===== config.mk =====
export PLATFORM = sky130hd
export DESIGN_NAME = vga_timing_gen_flat
export DESIGN_NICKNAME = d
export VERILOG_FILES = /design/src/rtl/vga_timing_gen_if.sv /design/src/rtl/vga_timing_gen.sv /design/src/flat_wrapper.sv
export SDC_FILE = /design/constraint.sdc
export NUM_CORES = 1
export LEC_CHECK = 0
export CAP_MARGIN = 20
export CORE_UTILIZATION = 35
export DETAILED_ROUTE_END_ITERATION = 10
export SYNTH_ARGS = -nofsm -noshare
export SYNTH_HDL_FRONTEND = slang
export SYNTH_SLANG_ARGS = --single-unit

===== constraint.sdc =====
create_clock -name vga_clk -period 4.45 [get_ports vga_clk]
set_input_delay 0.89 -clock vga_clk [delete_from_list [all_inputs] [get_ports vga_clk]]
set_output_delay 0.89 -clock vga_clk [all_outputs]
set_load 0.02 [all_outputs]

===== src/rtl/vga_timing_gen_if.sv =====
// Raster timing bundle from vga_timing_gen to the mapper/compositor chain and VGA connector.
// Latency: n/a (wires only). Backpressure: none, consumers sample every vga_clk.
// master = timing generator, slave = any consumer of position/sync.
interface vga_timing_gen_if;
   logic [9:0] DrawX;
   logic [9:0] DrawY;
   logic       blank;
   logic       hs;
   logic       vs;
   logic       line_start;
   logic       frame_start;
   logic       pix_en;

   modport master (
      output DrawX, DrawY, blank, hs, vs, line_start, frame_start, pix_en
   );

   modport slave (
      input  DrawX, DrawY, blank, hs, vs, line_start, frame_start, pix_en
   );
endinterface


===== src/rtl/vga_timing_gen.sv =====
// vga_timing_gen: raster position counter with blank/hsync/vsync/line/frame decode.
// Latency: every output is registered from the next position, so all levels match DrawX/DrawY of the same cycle.
// Backpressure: none, free-running; optional VGA_PIXEL_DIV2_EN advances position every second vga_clk edge.
module vga_timing_gen #(
   parameter int H_VISIBLE = 640,
   parameter int H_FP      = 16,
   parameter int H_SYNC    = 96,
   parameter int H_BP      = 48,
   parameter int V_VISIBLE = 480,
   parameter int V_FP      = 10,
   parameter int V_SYNC    = 2,
   parameter int V_BP      = 33
) (
   input  logic               vga_clk,
   input  logic               reset_n,
   vga_timing_gen_if.master   vga
);

   localparam int H_TOTAL = H_VISIBLE + H_FP + H_SYNC + H_BP;
   localparam int V_TOTAL = V_VISIBLE + V_FP + V_SYNC + V_BP;

   localparam logic [9:0]  H_LAST     = 10'(H_TOTAL - 1);
   localparam logic [9:0]  V_LAST     = 10'(V_TOTAL - 1);
   // 11-bit bounds so a window ending exactly at 1024 still compares correctly
   localparam logic [10:0] H_VIS_END  = 11'(H_VISIBLE);
   localparam logic [10:0] H_SYNC_BEG = 11'(H_VISIBLE + H_FP);
   localparam logic [10:0] H_SYNC_END = 11'(H_VISIBLE + H_FP + H_SYNC);
   localparam logic [10:0] V_VIS_END  = 11'(V_VISIBLE);
   localparam logic [10:0] V_SYNC_BEG = 11'(V_VISIBLE + V_FP);
   localparam logic [10:0] V_SYNC_END = 11'(V_VISIBLE + V_FP + V_SYNC);

   logic [9:0] x_q, y_q;
   logic [9:0] x_nxt, y_nxt;
   logic       pix_en_q, pix_en_nxt;
   logic       blank_q, hs_q, vs_q, line_start_q, frame_start_q;
   logic       blank_nxt, hs_nxt, vs_nxt, line_start_nxt, frame_start_nxt;
   logic [10:0] x_ext, y_ext;

   always_comb begin
      x_nxt = x_q;
      y_nxt = y_q;
      if (pix_en_q) begin
         if (x_q == H_LAST) begin
            x_nxt = '0;
            y_nxt = (y_q == V_LAST) ? '0 : y_q + 10'd1;
         end else begin
            x_nxt = x_q + 10'd1;
         end
      end
   end

`ifdef VGA_PIXEL_DIV2_EN
   assign pix_en_nxt = ~pix_en_q;
`else
   assign pix_en_nxt = 1'b1;
`endif

   // Decode the position that will be presented after this edge.
   always_comb begin
      x_ext           = {1'b0, x_nxt};
      y_ext           = {1'b0, y_nxt};
      blank_nxt       = (x_ext < H_VIS_END) && (y_ext < V_VIS_END);
      hs_nxt          = !((x_ext >= H_SYNC_BEG) && (x_ext < H_SYNC_END));
      vs_nxt          = !((y_ext >= V_SYNC_BEG) && (y_ext < V_SYNC_END));
      line_start_nxt  = (x_nxt == 10'd0);
      frame_start_nxt = (x_nxt == 10'd0) && (y_nxt == 10'd0);
   end

   // Reset parks on the last pixel of the frame so the first advance lands on (0,0).
   always_ff @(posedge vga_clk or negedge reset_n) begin
      if (!reset_n) begin
         x_q           <= H_LAST;
         y_q           <= V_LAST;
         pix_en_q      <= 1'b0;
         blank_q       <= 1'b0;
         hs_q          <= 1'b1;
         vs_q          <= 1'b1;
         line_start_q  <= 1'b0;
         frame_start_q <= 1'b0;
      end else begin
         x_q           <= x_nxt;
         y_q           <= y_nxt;
         pix_en_q      <= pix_en_nxt;
         blank_q       <= blank_nxt;
         hs_q          <= hs_nxt;
         vs_q          <= vs_nxt;
         line_start_q  <= line_start_nxt;
         frame_start_q <= frame_start_nxt;
      end
   end

   assign vga.DrawX       = x_q;
   assign vga.DrawY       = y_q;
   assign vga.blank       = blank_q;
   assign vga.hs          = hs_q;
   assign vga.vs          = vs_q;
   assign vga.line_start  = line_start_q;
   assign vga.frame_start = frame_start_q;
   assign vga.pix_en      = pix_en_q;

endmodule

===== src/flat_wrapper.sv =====
// flat-port wrapper written by rule: the top's interface ports become plain ports
module vga_timing_gen_flat 
#(
   parameter int H_VISIBLE = 640,
   parameter int H_FP      = 16,
   parameter int H_SYNC    = 96,
   parameter int H_BP      = 48,
   parameter int V_VISIBLE = 480,
   parameter int V_FP      = 10,
   parameter int V_SYNC    = 2,
   parameter int V_BP      = 33
)
  (vga_clk, reset_n, vga_DrawX, vga_DrawY, vga_blank, vga_hs, vga_vs, vga_line_start, vga_frame_start, vga_pix_en);
  vga_timing_gen_if vga_i ();
  input  logic vga_clk;
  input  logic reset_n;
  output wire logic [$bits(vga_i.DrawX)-1:0] vga_DrawX;
  output wire logic [$bits(vga_i.DrawY)-1:0] vga_DrawY;
  output wire logic [$bits(vga_i.blank)-1:0] vga_blank;
  output wire logic [$bits(vga_i.hs)-1:0] vga_hs;
  output wire logic [$bits(vga_i.vs)-1:0] vga_vs;
  output wire logic [$bits(vga_i.line_start)-1:0] vga_line_start;
  output wire logic [$bits(vga_i.frame_start)-1:0] vga_frame_start;
  output wire logic [$bits(vga_i.pix_en)-1:0] vga_pix_en;
  assign vga_DrawX = vga_i.DrawX;
  assign vga_DrawY = vga_i.DrawY;
  assign vga_blank = vga_i.blank;
  assign vga_hs = vga_i.hs;
  assign vga_vs = vga_i.vs;
  assign vga_line_start = vga_i.line_start;
  assign vga_frame_start = vga_i.frame_start;
  assign vga_pix_en = vga_i.pix_en;
  vga_timing_gen #(.H_VISIBLE(H_VISIBLE), .H_FP(H_FP), .H_SYNC(H_SYNC), .H_BP(H_BP), .V_VISIBLE(V_VISIBLE), .V_FP(V_FP), .V_SYNC(V_SYNC), .V_BP(V_BP)) u_core (.vga_clk(vga_clk), .reset_n(reset_n), .vga(vga_i));
endmodule

==> impl_results.md, run 1 <==
* Drt wl/cell at 15.04 um
* Switching portion of total power at 0.3388
* Register area at 665.6 um^2
* Layout Area Growth over Synthesis at 21.73%
* Adder-cell share of the synthesized area at 0.02320
* Final critical path time including I/O delays and setup at 2.593 ns
* Transition at the pin with the smallest max-transition slack at 0.4921 ns
* Number of nets with antenna violations after routing at 0
* Detailed-route DRC error count at 0
* Core Region at 4384 um^2
* Data required time at the worst endpoint at 4.62 ns
* Via count of the first global-routing pass at 1271
* Main combinational cell family by area after synthesis: simple AND/OR/NAND/NOR gates
* TritonCTS clock tree: yes
* Count of pins over their slew limit at 0
* Yosys reg bits at 26
* Antenna diode count at 0
* Per-cell via count in the routed design at 5.653
* Crit path kind: reg2reg
* Sequential share of power at 0.444
* Starting utilization of the core area at 0.3690
* Clock Latency Late Sink at 0.27 ns
* Cell Area, Synth at 1618 um^2
* Setup-violating endpoint count in the final report at 0
* Seq/Total Area, Yosys at 0.4114
* Depth of the CTS H-tree at 1
* Series of cell instances along the critical path: ha_1 > nand4_2 > nor4_4 > nand4_1 > mux2i_1 > o21bai_1 > and4b_1
* Via total after detailed routing at 1351
* Kind of end point of the critical path: register
* Die area at 4898 um^2
* Worst max-slew margin expressed relative to the limit at 0.6690
* Share of cell area taken by muxes after synthesis at 0.02166
* DR iter-0 viols at 52
* Die Ht at 69.99 um
* Post-synth EDFFs at 0
* Total routing resource utilization after global routing at 0.1571
* Final hold violation count at 0
* Number of iterations in the first detailed-routing pass at 4
* Maximum achievable frequency at 0.3856 GHz
* Post-Place Cell Area at 1891 um^2
* Number of clock sinks seen by CTS at 26
* Final standard cell area without fillers at 1969 um^2
* Cell variety after synth at 52
* Data arrival time at the worst-slack endpoint at 2.76 ns
* Clock share of power at 0.255
* Synthesis Warnings at 0
* Worst IR drop on VDD at 0.2878 mV
* Cell at the slowest stage of the critical path: sky130_fd_sc_hd__dfstp_2
* Post-layout util at 0.4492
* Post-route clock period utilization at 0.5828
* Number of cells produced by synthesis at 166
* Fraction of final layout cells sized beyond drive strength 1 at 0.1711
* Compound-Gate Fraction of Synth Area at 0.1423
* Number of core rows at 24
* Total area of multi-input combinational cells at 863.3 um^2
* Horizontal die dimension at 69.99 um
* Post-synthesis share of cell area spent on and, or, nand and nor gates at 0.2738
* Wire length of the first global-routing pass at 6265 um
* GPL Wtd Cong at 0.8716
* Initial antenna violation count at 0
* Cts repair resizes at 0
* NumNets Final at 193
* Buffers inserted by post-CTS timing repair at 0
* DPL Wire Length at 2610 um
* TritonCTS Buffers at 3
* Avg Synthesized Cell Area at 9.746 um^2
* Clk Tree Root Cell: sky130_fd_sc_hd__clkbuf_8
* Post-Synth XOR/XNOR Area at 0.07038
* Pin count of the biggest net entering global routing at 27
* Run status: complete, no violations
* Reported leakage power at 0.7890 nW
* Sum of overflow across all layers after global routing at 0
* Kind of start point of the critical path: register
* NetSw at 0.2643 mW
* Synthesized net count at 171
* Internal power at 0.5158 mW
* Slowest stage delay, CP at 0.60 ns
* PortBufs at 27
* Ports at 28
* RSZ-0062 raised after global routing: false
* Clk slew on worst S/H paths at 0.10 ns
* CTS Hold Buffers Added at 0
* Hold Crit Class: reg2reg
* Sum of routed wire length over all layers at 3595 um
* Combinational power share at 0.302
* Share of synthesized registers carrying an async set or reset at 1.000
* Total power per unit cell area at 396.1 nW/um^2
* Max-cap violations at 0
* Critical-path maximum fanout at 10
* Longest Clk Path Bufs at 2
* Sum Neg Setup Slack at 0 ns
* Clock Skews at 0.003493 ns
* Primary flip-flop cell chosen by synthesis mapping: sky130_fd_sc_hd__dfrtp_1
* Post-route worst hold slack at 0.5730 ns
* Filler cells at 419
layer usage:
| metal | vias up | global-route usage | routed length, um |
|---|---|---|---|
| li1 | 655 | - | - |
| met1 | 647 | 0.2321 | 1730 |
| met2 | 47 | 0.2393 | 1647 |
| met3 | 2 | 0.02020 | 196 |
| met4 | 0 | 0.04667 | 20 |
| met5 | - | 0 | 0 |
critical path, delay by kind of cell (launching register included):
family,cells,cell delay [ns]
simple gates,4,1.14
flops,1,0.60
mux,1,0.32
fa+ha+maj,1,0.24
compound gates,1,0.18
registers in the layout (all words and copies together), names as in the netlist:
signal and count:
u_core.vga.DrawY 10, u_core.vga.pix_en 1, u_core.vga.line_start 1, u_core.vga.DrawX 10
u_core.vga.vs 1, u_core.vga.hs 1, u_core.vga.frame_start 1, u_core.vga.blank 1
synth_stat cells, types with 2 or more instances:
master,count,share of area
sky130_fd_sc_hd__a211oi_1,2,0.0093
sky130_fd_sc_hd__a21oi_1,3,0.0093
sky130_fd_sc_hd__a31oi_1,2,0.0077
sky130_fd_sc_hd__and2_1,2,0.0077
sky130_fd_sc_hd__and3_1,4,0.015
sky130_fd_sc_hd__and3_2,3,0.014
sky130_fd_sc_hd__and4_1,3,0.016
sky130_fd_sc_hd__and4_2,2,0.012
sky130_fd_sc_hd__buf_4,2,0.0093
sky130_fd_sc_hd__buf_6,2,0.014
sky130_fd_sc_hd__clkbuf_1,6,0.014
sky130_fd_sc_hd__dfrtp_1,14,0.22
sky130_fd_sc_hd__dfstp_2,12,0.19
sky130_fd_sc_hd__ha_1,3,0.023
sky130_fd_sc_hd__inv_1,5,0.012
sky130_fd_sc_hd__mux2i_1,2,0.012
sky130_fd_sc_hd__nand2_1,13,0.030
sky130_fd_sc_hd__nand3_1,6,0.019
sky130_fd_sc_hd__nand4_1,6,0.023
sky130_fd_sc_hd__nor2_1,12,0.028
sky130_fd_sc_hd__nor3_1,6,0.019
sky130_fd_sc_hd__o21ai_0,13,0.040
sky130_fd_sc_hd__o21bai_1,2,0.0093
sky130_fd_sc_hd__o31ai_1,2,0.0093
sky130_fd_sc_hd__xnor2_1,6,0.032
sky130_fd_sc_hd__xor2_1,7,0.038
cell families (layout without fill, tap and decap cells):
logic type / Yosys count / count (layout)
flops: 26 / 26
other cells: 1 / 1
mux: 3 / 3
fa+ha+maj: 3 / 3
xor+xnor: 13 / 13
compound gates: 34 / 34
simple gates: 69 / 69
buf+inv: 17 / 38
stage by stage:
stage                     power (mW)  worst slack [ns]  std cells
final                         0.7801             1.857        239
after global routing          0.8181             1.656        239
after CTS                     0.7867             1.382        238
after detailed placement      0.5830             1.388        234
after global placement        0.5771             1.470        234
after floorplan               0.5046             2.104        166
power by group through the flow:
| stage | combinational [mW] | sequential [mW] | clock [mW] |
|---|---|---|---|
| 2_1_floorplan | 0.160 | 0.345 | 0 |
| 3_3_place_gp | 0.233 | 0.344 | 0 |
| 3_5_place_dp | 0.235 | 0.348 | 0 |
| 4_1_cts | 0.236 | 0.345 | 0.206 |
| 5_1_grt | 0.254 | 0.354 | 0.210 |
| 6_report | 0.235 | 0.346 | 0.199 |
path summary, 6_finish.rpt:
| check | startpoint | endpoint | slack [ns] | depth (start not counted) |
|---|---|---|---|---|
| max in group asynchronous | reset_n | u_core.vga.hs | 3.18 | 2 |
| worst max register to register | u_core.vga.DrawX[0] | u_core.vga.frame_start | 1.86 | 7 |
| worst min register to register | u_core.vga.DrawY[2] | u_core.vga.DrawY[2] | 0.57 | 2 |
| worst max-delay path | u_core.vga.DrawX[0] | u_core.vga.frame_start | 1.86 | 7 |
| worst min-delay path | u_core.vga.DrawY[2] | u_core.vga.DrawY[2] | 0.57 | 2 |
| min in group asynchronous | reset_n | u_core.vga.DrawY[0] | 0.97 | 2 |
cell usage in the layout, fill, tap and decap left out, drive strengths merged, types with 2 or more instances in the layout:
cell,count
a211oi,3
a21oi,3
a31oi,2
and2,2
and3,7
and4,5
clkbuf,4
clkdlybuf4s50,27
dfrtp,14
dfstp,12
ha,3
inv,5
mux2i,2
nand2,13
nand3,7
nand4,7
nor2,12
nor3,6
nor4b,2
o21ai,13
o21bai,2
o31ai,2
xnor2,6
xor2,7
layout make-up:
| cell class | count | area share |
|---|---|---|
| timing repair buffer | 29 | 0.1449 |
| sequential | 26 | 0.3380 |
| multi-input combinational | 123 | 0.4384 |
| clock inverter | 1 | 0.01525 |
| inverter | 5 | 0.009530 |
| clock buffer | 3 | 0.02097 |
| tap | 52 | 0.03304 |
No activity file was read; power rests on OpenSTA's default activity.
==> run 2, diff against run 1 <==
==> constraint.sdc (replaced) <==
create_clock -name vga_clk -period 2.4 [get_ports vga_clk]
set_input_delay 0.48 -clock vga_clk [delete_from_list [all_inputs] [get_ports vga_clk]]
set_output_delay 0.48 -clock vga_clk [all_outputs]
set_load 0.02 [all_outputs]
==> run 2 against run 1 <==
  * Register-to-register slack worse by 1.8 ns
  * Critical path depth down 1
  * Design area increased by 4.4%
  * Sequential power rose by 73%
  * Total power rose by 92%
  * Worst setup slack got worse by 1.8 ns
  * Clock power increased by 81%
  * Hold slack got worse by 0.015 ns
  * Core utilization is 2.0 points higher
  * First-iteration DRC count is 29% lower
  * Sequential share of layout area shrank 1.4 points
  * Critical path type unchanged
  * Critical endpoint unchanged
  * Largest cell class unchanged
==> impl_results.md, run 2 (same netlist as run 1, synthesis figures left out) <==
* Run status: complete, no violations (unchanged)
* Slowest stage delay, CP at 0.54 ns (was 0.60 ns)
* Setup-violating endpoint count in the final report at 0 (unchanged)
* Via total after detailed routing at 1351 (unchanged)
* Count of pins over their slew limit at 0 (unchanged)
* Post-route clock period utilization at 0.9666 (was 0.5828)
* RSZ-0062 raised after global routing: false (unchanged)
* CP delay by family, top: simple AND/OR/NAND/NOR gates (unchanged)
* Starting utilization of the core area at 0.3690 (unchanged)
* Met1 layer usage reported by global route at 0.2420 (was 0.2321)
* GPL Wtd Cong at 0.8288 (was 0.8716)
* Critical-path maximum fanout at 5 (was 10)
* Clock Latency Late Sink at 0.26 ns (was 0.27 ns)
* TritonCTS clock tree: yes (unchanged)
* Met2 layer usage reported by global route at 0.2340 (was 0.2393)
* Kind of end point of the critical path: register (unchanged)
* DPL Wire Length at 2699 um (was 2610 um)
* Longest Clk Path Bufs at 2 (unchanged)
* NetSw at 0.5006 mW (was 0.2643 mW)
* Switching portion of total power at 0.3339 (was 0.3388)
* Number of iterations in the first detailed-routing pass at 4 (unchanged)
* PortBufs at 27 (unchanged)
* Clk slew on worst S/H paths at 0.09 ns (was 0.10 ns)
* Sequential share of power at 0.398 (was 0.444)
* Maximum achievable frequency at 0.4310 GHz (was 0.3856 GHz)
* Core Region at 4384 um^2 (unchanged)
* Pin count of the biggest net entering global routing at 27 (unchanged)
* GRT met3 Usage at 0.02453 (was 0.02020)
* Die Ht at 69.99 um (unchanged)
* Combinational power share at 0.361 (was 0.302)
* NumNets Final at 203 (was 193)
* Post-route worst hold slack at 0.5582 ns (was 0.5730 ns)
* Crit path kind: reg2reg (unchanged)
* Via count of the first global-routing pass at 1332 (was 1271)
* Horizontal die dimension at 69.99 um (unchanged)
* Fraction of final layout cells sized beyond drive strength 1 at 0.2183 (was 0.1711)
* Filler cells at 425 (was 419)
* Number of clock sinks seen by CTS at 26 (unchanged)
* Data arrival time at the worst-slack endpoint at 2.48 ns (was 2.76 ns)
* Number of core rows at 24 (unchanged)
* DR iter-0 viols at 37 (was 52)
* Internal power at 0.9985 mW (was 0.5158 mW)
* GRT busiest layer: met1 (was met2)
* Final critical path time including I/O delays and setup at 2.320 ns (was 2.593 ns)
* Leading cell type in the layout, fill and taps excluded: sky130_fd_sc_hd__clkdlybuf4s50_1 (unchanged)
* Cell at the slowest stage of the critical path: sky130_fd_sc_hd__dfstp_2 (unchanged)
* Sum Neg Setup Slack at 0 ns (unchanged)
* Ports at 28 (unchanged)
* Worst IR drop on VDD at 0.4041 mV (was 0.2878 mV)
* Layout Area Growth over Synthesis at 27.07% (was 21.73%)
* Total power per unit cell area at 729.2 nW/um^2 (was 396.1 nW/um^2)
* Clock share of power at 0.241 (was 0.255)
* Per-cell via count in the routed design at 5.426 (was 5.653)
* Series of cell instances along the critical path: or4b_4 > or3_4 > nor4b_1 > a21oi_1 > and2_1 > and4b_1 (was ha_1 > nand4_2 > nor4_4 > nand4_1 > mux2i_1 > o21bai_1 > and4b_1)
* Total routing resource utilization after global routing at 0.1606 (was 0.1571)
* Die area at 4898 um^2 (unchanged)
* Number of nets with antenna violations after routing at 0 (unchanged)
* Data required time at the worst endpoint at 2.56 ns (was 4.62 ns)
* Overall power after layout at 1.499 mW (was 0.7801 mW)
* Depth of the CTS H-tree at 1 (unchanged)
* Sum of overflow across all layers after global routing at 0 (unchanged)
* Most frequent cells in the layout: sky130_fd_sc_hd__clkdlybuf4s50_1 (27), sky130_fd_sc_hd__dfrtp_1 (14), sky130_fd_sc_hd__nand2_1 (13), sky130_fd_sc_hd__o21ai_0 (13) (unchanged)
* Drt wl/cell at 14.41 um (was 15.04 um)
* Clk Tree Root Cell: sky130_fd_sc_hd__clkbuf_8 (unchanged)
* Max-cap violations at 0 (unchanged)
* TritonCTS Buffers at 3 (unchanged)
* Detailed-route DRC error count at 0 (unchanged)
* Final standard cell area without fillers at 2056 um^2 (was 1969 um^2)
* CTS Hold Buffers Added at 0 (unchanged)
* Kind of start point of the critical path: register (unchanged)
* Final hold violation count at 0 (unchanged)
* Number of buffers and inverters on the critical path at 0 (unchanged)
* Hold Crit Class: in2async (was reg2reg)
* Clock Skews at 0.001918 ns (was 0.003493 ns)
* Sum of routed wire length over all layers at 3588 um (was 3595 um)
* Antenna diode count at 0 (unchanged)
* Wire length of the first global-routing pass at 6396 um (was 6265 um)
* Reported leakage power at 0.8359 nW (was 0.7890 nW)
* Initial antenna violation count at 0 (unchanged)
* Post-Place Cell Area at 1966 um^2 (was 1891 um^2)
==> run 2: cell count changes in the layout (fill, tap and decap cells not counted), sizes merged <==
cell    change
buf        +11
clkbuf      -1
==> run 2: area by class of cell <==
class,instances,area (um^2),share of cell area
Sequential cell,26,665.6,0.3238
Tap cell,52,65.06,0.03165
Multi-Input combinational cell,123,874.6,0.4254
Clock inverter,1,30.03,0.01461
Clock buffer,3,41.29,0.02009
Timing Repair Buffer,39,360.3,0.1753
Inverter,5,18.77,0.009130
==> run 2: worst paths after layout <==
kind,start,to,slack [ns],cells past startpoint
setup reg to reg,u_core.vga.DrawX[4],u_core.vga.frame_start,0.08,6
min in group vga_clk,u_core.vga.DrawY[2],u_core.vga.DrawY[2],0.56,2
max in group asynchronous,reset_n,u_core.vga.hs,1.54,2
hold reg to reg,u_core.vga.DrawY[2],u_core.vga.DrawY[2],0.56,2
hold / removal,reset_n,u_core.vga.DrawY[0],0.56,2
setup / recovery,u_core.vga.DrawX[4],u_core.vga.frame_start,0.08,6
==> run 2: metrics by stage <==
stage | utilization | setup WS (ns) | instances
6_report | 0.4689 | 0.08006 | 249
2_1_floorplan | - | 0.05425 | 166
3_3_place_gp | 0.4483 | 0.1163 | 244
4_1_cts | 0.4646 | 0.03553 | 248
5_1_grt | 0.4689 | 0.01041 | 249
3_5_place_dp | 0.4483 | 0.04907 | 244
==> run 2: what timing repair did <==
action                                  CTS  global route
buffers inserted                          0             1
endpoints found under the setup margin    0             3
gates resized for setup                   0             2
==> run 2: per-layer routing <==
layer  wire [um]  share of wire
met5           0              0
met2        1617           0.45
met3         119          0.033
met4          39          0.011
met1        1812           0.51
==> run 2: power by group through the flow <==
stage | sequential (mW) | combinational [mW] | clock [mW]
global placement | 0.595 | 0.511 | 0
finish | 0.597 | 0.541 | 0.361
global route | 0.609 | 0.584 | 0.390
CTS | 0.591 | 0.523 | 0.374
detailed placement | 0.598 | 0.520 | 0
floorplan | 0.639 | 0.296 | 0
==> run 3, diff against run 2 <==
--- a/config.mk
+++ b/config.mk
@@ -8,6 +8,7 @@
 export CAP_MARGIN = 20
 export CORE_UTILIZATION = 35
 export DETAILED_ROUTE_END_ITERATION = 10
+export GPL_ROUTABILITY_DRIVEN = 1
 export SYNTH_ARGS = -nofsm -noshare
 export SYNTH_HDL_FRONTEND = slang
 export SYNTH_SLANG_ARGS = --single-unit
==> results of run 3 <==
Same layout as run 2: the final DEF is identical, and so are final timing and power.
==> RTL change, RTL diff (flow settings as in run 2) <==
Reset style: synchronous (`reset_n`), changed in one clocked block.
--- a/src/rtl/vga_timing_gen.sv
+++ b/src/rtl/vga_timing_gen.sv
@@ -69,3 +69,3 @@
    // Reset parks on the last pixel of the frame so the first advance lands on (0,0).
-   always_ff @(posedge vga_clk or negedge reset_n) begin
+   always_ff @(posedge vga_clk) begin
       if (!reset_n) begin
Behaviour: differs if reset_n is asserted again (counterexample within 4 cycles, from zero or initial values and one cycle with reset_n low); with reset_n held inactive, the same outputs for 10 cycles.
==> RTL change against run 2 <==
- the flow now finishes with violations (negative setup slack)
- design area grew 4.9%
- setup slack lost 0.13 ns
- via count grew 15%
- sequential power shrank 16%
- sequential cell count is the same
- count of clock-buffer cells in the layout grew 1
- power shrank 9.7%
- area after synthesis shrank 7.0%
- non-clock buffer count grew 21
- utilization grew 6.2 points
- clock skew is essentially flat
- routed wire length grew 17%
- critical endpoint is now u_core.vga.vs$_SDFF_PN1_
- largest power group is now combinational logic
==> RTL change: results (changes against run 2) <==
| Metric | Value |
|---|---|
| Leak | 0.8633 nW (+3.3%) |
| Vias in the first global route | 1448 (+8.7%) |
| Hold WC Path Type | flip-flop to flip-flop |
| Asr flop ratio synth | 0 (-1.000) |
| Reg-to-Reg End | u_core.vga.vs$_SDFF_PN1_ |
| Final setup violation count | 1 (+1) |
| Syn Area/Cell | 8.042 um^2 (-17%) |
| Dpl cell area | 0.002007 mm^2 (+2.1%) |
| Violated checks | negative setup slack |
| Clock network power share | 0.214 (-0.027) |
| Worst Skew | 0.002411 ns (+0.0004928 ns) |
| Fin Hold WS | 0.6516 ns (+0.09340 ns) |
| Most instantiated cells after synthesis | dfxtp_1, nand2_1, nor2_1, clkbuf_1 |
| Post-synthesis sequential area ratio | 0.3461 (-0.06536) |
| Status | finished, violations left |
| Tot GR Track Use | 0.2018 (+0.04113) |
| Dpl ws | -0.1404 ns (-0.1894 ns) |
| First-pass GRT wire length | 6.941 mm (+8.5%) |
| Worst EP arrival | 2.60 ns (+0.12 ns) |
| Setup WS post-layout | -0.05085 ns (-0.1309 ns) |
| Peak supply drop | 0.2789 mV (-31%) |
| Post-synthesis net count | 192 (+12%) |
| Final nets | 243 (+20%) |
| Initial DRC Count | 98 (+160%) |
| Share of layout cells above drive strength 1 | 0.2278 (+0.009574) |
| Vias per inst | 5.415 (-0.20%) |
| RePlAce Congestion | 0.8469 (+2.2%) |
| Via count | 1554 (+15%) |
| Ranking of synthesized cells by area | dfxtp_1, nand2_1, xnor2_1, nand4_1, nor2_1 |
| Wire per inst | 14.63 um (+1.5%) |
| Power share of the sequential group | 0.371 (-0.027) |
## RTL change: changes by cell type in the layout (fill, tap and decap cells not counted), sizes merged, moves of 3 or more
cell   delta
dfrtp    -14
dfxtp    +26
nand2     +7
nand3     -3
buf      +21
nor3      +3
dfstp    -12
o21ai     -6
and3      -3
nor2b     +7
and4      -3
a21oi     +6
or3       +4
## RTL change: worst max-delay path: stages (launching register included)
cell and delay, ns:
dfxtp_2 0.33, or4b_4 0.55, or3_4 0.38, nor3_1 0.26, xnor2_1 0.19, o21ai_1 0.10
or4b_1 0.51
## RTL change: metal layers
| metal | part of all wire | GRT usage | vias up | routed length, um |
|---|---|---|---|---|
| met5 | 0 | 0 | - | 0 |
| met4 | 0.0055 | 0.04787 | 0 | 23 |
| met3 | 0.056 | 0.03041 | 4 | 234 |
| met2 | 0.45 | 0.3094 | 56 | 1882 |
| met1 | 0.49 | 0.2917 | 724 | 2060 |
| li1 | - | - | 770 | - |
## RTL change: final cells by class
class                      instances  area, um^2
clock buffer                       4       55.05
fill                             376        1902
inverter                           6       22.52
multi-input combinational        141       969.7
sequential                        26       524.3
tap                               50       62.56
timing repair buffer              60       521.8
## RTL change: worst max path at each step
stage	startpoint	end	slack, ns	cells past startpoint
2_1_floorplan	u_core.vga.DrawX[7]$_SDFF_PN0_	u_core.vga.vs$_SDFF_PN1_	-0.22	8
5_1_grt	u_core.vga.DrawX[5]$_SDFF_PN0_	u_core.vga.vs$_SDFF_PN1_	-0.20	6
4_1_cts	u_core.vga.DrawX[5]$_SDFF_PN0_	u_core.vga.vs$_SDFF_PN1_	-0.03	7
3_3_place_gp	u_core.vga.DrawX[5]$_SDFF_PN0_	u_core.vga.vs$_SDFF_PN1_	-0.06	6
3_5_place_dp	u_core.vga.DrawX[5]$_SDFF_PN0_	u_core.vga.vs$_SDFF_PN1_	-0.14	6
6_report	u_core.vga.DrawX[5]$_SDFF_PN0_	u_core.vga.vs$_SDFF_PN1_	-0.05	6
## RTL change: cell families (layout without fill, tap and decap cells)
| logic type | count (synthesis) | in the layout | synth area share |
|---|---|---|---|
| buffers and inverters | 20 | 70 | 0.05740 |
| muxes | 2 | 2 | 0.01414 |
| AOI/OAI and AO/OA | 36 | 36 | 0.1564 |
| xor gates and xnor gates | 13 | 13 | 0.07571 |
| adders and majority gates | 3 | 3 | 0.02496 |
| and+or+nand+nor | 87 | 87 | 0.3253 |
| DFF | 26 | 26 | 0.3461 |
## RTL change: repair_timing
| action | 4_1_cts | 5_1_grt |
|---|---|---|
| pin swaps | 4 | 1 |
| setup buffers | 2 | 1 |
| resized for setup | 4 | 9 |
| hold endpoints to repair | 0 | 0 |
| setup endpoints to repair | 3 | 4 |
